===== config.mk =====
export PLATFORM = sky130hd
export DESIGN_NAME = mul_seq_ctrl
export DESIGN_NICKNAME = d
export VERILOG_FILES = /design/src/rtl/mul_seq_ctrl_pkg.sv /design/src/rtl/mul_seq_ctrl.sv
export SDC_FILE = /design/constraint.sdc
export NUM_CORES = 1
export LEC_CHECK = 0
export BUFFER_PORTS_ARGS = -buffer_cell sky130_fd_sc_hd__buf_2
export CORE_AREA = 3 3 129 131
export DETAILED_ROUTE_END_ITERATION = 8
export DIE_AREA = 0 0 132 134
export GPL_TIMING_DRIVEN = 0
export MAX_ROUTING_LAYER = met4
export PLACE_DENSITY = 0.72
export SLEW_MARGIN = 10
export SYNTH_ARGS = -nofsm -noshare
export SYNTH_HDL_FRONTEND = slang
export SYNTH_SLANG_ARGS = --single-unit

===== constraint.sdc =====
create_clock -name CLK -period 1.9 [get_ports CLK]
set_input_delay 0.475 -clock CLK [delete_from_list [all_inputs] [get_ports CLK]]
set_output_delay 0.475 -clock CLK [all_outputs]
set_load 0.01 [all_outputs]

===== src/rtl/mul_seq_ctrl_pkg.sv =====
// Shared constants for the shift-and-add multiply sequencer: ALU opcodes,
// shifter directions and the sequencer state encoding.
package mul_seq_ctrl_pkg;

    localparam int MUL_WIDTH = 32;
    localparam int MUL_CNT_W = 6;

    localparam logic [1:0] OP_AND  = 2'b00;
    localparam logic [1:0] OP_LESS = 2'b01;
    localparam logic [1:0] OP_OR   = 2'b10;
    localparam logic [1:0] OP_ADD  = 2'b11;

    localparam logic SFT_RIGHT = 1'b0;
    localparam logic SFT_LEFT  = 1'b1;

    typedef enum logic [2:0] {
        ST_IDLE = 3'd0,
        ST_ADD  = 3'd1,
        ST_SHL  = 3'd2,
        ST_SHR  = 3'd3,
        ST_DONE = 3'd4
    } mul_state_e;

endpackage


===== src/rtl/mul_seq_ctrl.sv =====
// Shift-and-add multiply sequencer driving an external ALU and Shifter;
// produces the low WIDTH bits of mcand*mplier and exits once mplier is exhausted.
module mul_seq_ctrl
    import mul_seq_ctrl_pkg::*;
#(
    parameter int WIDTH = MUL_WIDTH,
    parameter int CNT_W = MUL_CNT_W
) (
    input  logic             CLK,
    input  logic             RST,
    input  logic             start,
    input  logic [WIDTH-1:0] mcand_i,
    input  logic [WIDTH-1:0] mplier_i,
    output logic             busy,
    output logic             done,
    output logic [WIDTH-1:0] product,
    output logic [WIDTH-1:0] alu_src1,
    output logic [WIDTH-1:0] alu_src2,
    output logic             alu_invA,
    output logic             alu_invB,
    output logic [1:0]       alu_op,
    input  logic [WIDTH-1:0] alu_result,
    output logic             sft_lr,
    output logic [4:0]       sft_shamt,
    output logic [WIDTH-1:0] sft_src,
    input  logic [WIDTH-1:0] sft_result
);

    mul_state_e       state_q, state_d;
    logic [WIDTH-1:0] mc_q, mc_d;
    logic [WIDTH-1:0] mp_q, mp_d;
    logic [WIDTH-1:0] acc_q, acc_d;
    logic [CNT_W-1:0] cnt_q, cnt_d;
    logic [WIDTH-1:0] product_q, product_d;
    logic [CNT_W-1:0] cntInc;

    assign cntInc = cnt_q + CNT_W'(1);

    always_ff @(posedge CLK) begin
        if (RST) begin
            state_q   <= ST_IDLE;
            mc_q      <= '0;
            mp_q      <= '0;
            acc_q     <= '0;
            cnt_q     <= '0;
            product_q <= '0;
        end else begin
            state_q   <= state_d;
            mc_q      <= mc_d;
            mp_q      <= mp_d;
            acc_q     <= acc_d;
            cnt_q     <= cnt_d;
            product_q <= product_d;
        end
    end

    always_comb begin
        state_d   = state_q;
        mc_d      = mc_q;
        mp_d      = mp_q;
        acc_d     = acc_q;
        cnt_d     = cnt_q;
        product_d = product_q;
        done      = 1'b0;
        alu_src1  = '0;
        alu_src2  = '0;
        alu_invA  = 1'b0;
        alu_invB  = 1'b0;
        alu_op    = OP_AND;
        sft_lr    = SFT_RIGHT;
        sft_shamt = 5'd0;
        sft_src   = '0;

        case (state_q)
            ST_IDLE: begin
                if (start) begin
                    mc_d    = mcand_i;
                    mp_d    = mplier_i;
                    acc_d   = '0;
                    cnt_d   = '0;
                    state_d = (mplier_i == '0) ? ST_DONE : ST_ADD;
                end
            end
            ST_ADD: begin
                alu_src1 = acc_q;
                alu_src2 = mc_q;
                alu_op   = OP_ADD;
                if (mp_q[0]) begin
                    acc_d = alu_result;
                end
                state_d = ST_SHL;
            end
            ST_SHL: begin
                sft_lr    = SFT_LEFT;
                sft_shamt = 5'd1;
                sft_src   = mc_q;
                mc_d      = sft_result;
                state_d   = ST_SHR;
            end
            ST_SHR: begin
                sft_lr    = SFT_RIGHT;
                sft_shamt = 5'd1;
                sft_src   = mp_q;
                mp_d      = sft_result;
                cnt_d     = cntInc;
                // Early exit once no set multiplier bits remain.
                if (sft_result == '0 || cntInc == CNT_W'(WIDTH)) begin
                    state_d = ST_DONE;
                end else begin
                    state_d = ST_ADD;
                end
            end
            ST_DONE: begin
                product_d = acc_q;
                done      = 1'b1;
                state_d   = ST_IDLE;
            end
            default: begin
                state_d = ST_IDLE;
            end
        endcase
    end

    // The fresh result is forwarded during the done cycle so it is valid with the pulse.
    assign product = (state_q == ST_DONE) ? acc_q : product_q;
    assign busy    = (state_q != ST_IDLE);

endmodule


==> impl_metrics.ini <==
[run_status]
status = finished with violations
violations = setup timing

[worst_setup_path]
crit_start = state_q[1]$_SDFFE_PP0P_
criticalPathCategory = reg -> out
cp.required_ns = 1.42
rrSetupSlack_ns = -0.11
rr_worst_depth = 8
cp-start-kind = flop
r2r-end = mc_q[13]$_SDFFE_PP0P_
cp.arrival_ns = 1.84
timing.rr.start = state_q[2]$_SDFFE_PP0P_
crit_end = product[2]
path_max_fanout = 8
end_kind = output port

[die]
die_y_um = 134
die_x_um = 132
ioPinCount = 271
core_area_um2 = 15700
rows = 46
start_util_pct = 43.5
die-area_um2 = 17700

[finish]
final_area_um2 = 11900
drive_gt1_share_pct = 52.0
area_delta_synth_final_pct = 73.8
fin_nets = 1245
fin_util_pct = 75.5

[detailed_routing]
drc = 0
dr.max_layer_used = met4
ant_nets = 0
first_iter_violations = 713
avgRoutedWirePerCell_um = 22.2
avgViaCountPerCell = 5.83
num_vias = 7825
dr_wl_met3_um = 2600
routed_wirelength_um = 29800
wl_met1_um = 10800
drt_first_pass_iters = 8
wl_met2_um = 14600

[sta]
drv_slew = 0
max_freq_mhz = 432
finalCritPeriodShare_pct = 122
skew_ns = 0.00842
finalHoldViolCount = 0
setup_violations = 159
fin_crit_ns = 2.32
relSlewSlack_pct = 51.7
worst_slew_pin_slew_ns = 0.724
fin_ws_ns = -0.416
rsz0062_at_grt = true

[yosys]
synthArstFlopShare_pct = 0
synth_flop_cell = dfxtp_1
yosysUniqueCellTypes = 42
synth_enable_flop_cells = 0
synth_top_area_share_pct = 40.2
ys_seq_area_share_pct = 40.2
synth.most_common_cell = dfxtp_1
synth_area_per_cell_um2 = 8.88
synth_cells = 769
synth_area_um2 = 6830
yosysWarnings = 0
ys_top_cells_by_count = dfxtp_1, nor2_1, mux2i_1, and2_1, a211oi_1
synth_seq_cells = 137
synth_largest_area_cell = dfxtp_1
ys_top_cells_by_area = dfxtp_1, mux2i_1, a211oi_1

[cts]
clock_sinks = 137
root_buffer = clkbuf_16
cts_buffers = 17
clkSlewWorstSetupHoldPaths_ns = 0.06
tritoncts = done
ctsHoldBuffers = 0
cts_buffer_depth = 2
clock_latency_ns = 0.42
cts_max_level = 4

[power]
powerDensity_nw_per_um2 = 870
power_switching_w = 0.00322
leakagePower_nw = 4.93
seqPwrFrac_pct = 33.3
swShare_pct = 31.1
clkPwrFrac_pct = 34.6
p_int_w = 0.00711
p_comb_share_pct = 32.1
vdd.ir_drop.worst_mv = 0.722

[grt]
grt_overflow_total = 0
track_usage_pct = 29.4
antenna_found_initial = 1
grt_pass1_vias = 7518
grt_max_degree = 17
grt_first_pass_wirelength_um = 39900

[placement]
hpwl_um = 16900
place_area_um2 = 8430
place_congestion = 0.919
place_ws_ns = -0.766
portBuffers = 263

[min_path]
min_path_type = in -> reg

[flow_run]
cap_violations = 0
per-layer routing:
| metal | vias up | GRT usage (%) |
|---|---|---|
| met4 | 0 | 14.2 |
| met2 | 550 | 48.6 |
| li1 | 3380 | - |
| met5 | - | - |
| met1 | 3699 | 33.7 |
| met3 | 196 | 6.79 |
state kept, by name, summed over array words and instances (netlist names):
| register | cells |
|---|---|
| acc_q | 32 |
| mc_q | 32 |
| mp_q | 32 |
| product_q | 32 |
| cnt_q | 6 |
| state_q | 3 |
power by group through the flow:
| stage | registers [W] | clock network (W) | logic (W) |
|---|---|---|---|
| 6_report | 0.00343 | 0.00358 | 0.00332 |
| 3_3_place_gp | 0.00336 | 0 | 0.00184 |
| 5_1_grt | 0.00346 | 0.00369 | 0.00345 |
| 4_1_cts | 0.00336 | 0.00355 | 0.00291 |
| 3_5_place_dp | 0.00336 | 0 | 0.00185 |
| 2_1_floorplan | 0.00330 | 0 | 0.00123 |
metrics by stage:
| step | TNS [ns] | total power [W] | std cells | hold WS [ns] |
|---|---|---|---|---|
| after floorplan | 0 | 0.00453 | 774 | 0.437 |
| after global placement | -63.39 | 0.00519 | 1253 | 0.448 |
| after detailed placement | -64.19 | 0.00521 | 1253 | 0.455 |
| after CTS | -46.51 | 0.00982 | 1328 | 0.300 |
| after global routing | -52.65 | 0.0106 | 1343 | 0.305 |
| final | -42.22 | 0.0103 | 1343 | 0.310 |
what timing repair did:
item | in CTS | in global routing
pin swaps | 79 | 28
setup buffers | 31 | 20
endpoints found under the setup margin | 192 | 235
gates resized for setup | 324 | 204
gates cloned | 14 | 3
area by class of cell:
cell class / instances / area [um^2]
clock buffer: 21 / 460
inverter: 3 / 16.3
sequential: 137 / 2750
buffer: 69 / 718
clock inverter: 11 / 170
multi-input combinational: 559 / 4590
fill: 954 / 3850
antenna: 1 / 2.50
timing repair buffer: 326 / 2880
tap: 216 / 270
cells in the final DEF (no fill, tap or decap), types with 3 or more instances in the layout:
cell        netlist  layout
clkbuf_16         0      27
buf_8             3      14
nor2_2            0       3
a211oi_1         60      56
dfxtp_4           0       3
mux2i_4           0      26
nand3_1          33      33
clkinvlp_4        0       3
clkbuf_1         37      20
a211oi_2          4       8
buf_6             2     138
nand4_1           4       4
dfxtp_1         137     134
conb_1            1       6
a21oi_1          39      37
mux2i_1          97      63
nor3_1            3       3
nor2_1          105      77
bufinv_16         0       4
buf_12            0      18
nor2_4            0      25
nor2b_1          33      33
nor4_1           16      16
and2_4            0      62
nand2_1          37      37
mux2_4            0      32
o21ai_0           4       3
buf_2            18     143
buf_4            11      40
clkbuf_2          0       8
buf_16            0       3
mux2i_2           0       8
critical path, cell delays in order (launching register included):
cell       delay, ns
dfxtp_4         0.37
nor3b_4         0.21
buf_8           0.20
clkbuf_16       0.18
mux2_4          0.33
buf_6           0.14
cell families (layout without fill, tap and decap cells):
kind of cell	Yosys count	after routing	synth area share (%)
multiplexers	129	129	19.5
other	1	7	0.0549
buffers and inverters	78	430	5.94
AO/OA/AOI/OAI	113	113	11.1
AND/OR/NAND/NOR	309	309	22.9
flip-flops	137	137	40.2
XOR/XNOR	1	1	0.128
adder cells (fa/ha/maj)	1	1	0.183
how the worst min path moves through the flow:
stage	start	to	slack (ns)	cells past startpoint
after floorplan	acc_q[0]$_SDFFE_PP0P_	acc_q[0]$_SDFFE_PP0P_	0.44	2
after global placement	acc_q[30]$_SDFFE_PP0P_	acc_q[30]$_SDFFE_PP0P_	0.45	2
after detailed placement	acc_q[13]$_SDFFE_PP0P_	acc_q[13]$_SDFFE_PP0P_	0.46	2
after CTS	alu_result[0]	acc_q[0]$_SDFFE_PP0P_	0.30	3
after global routing	alu_result[7]	acc_q[7]$_SDFFE_PP0P_	0.31	3
final	alu_result[7]	acc_q[7]$_SDFFE_PP0P_	0.31	3
Power figures use the tool's default switching activity.
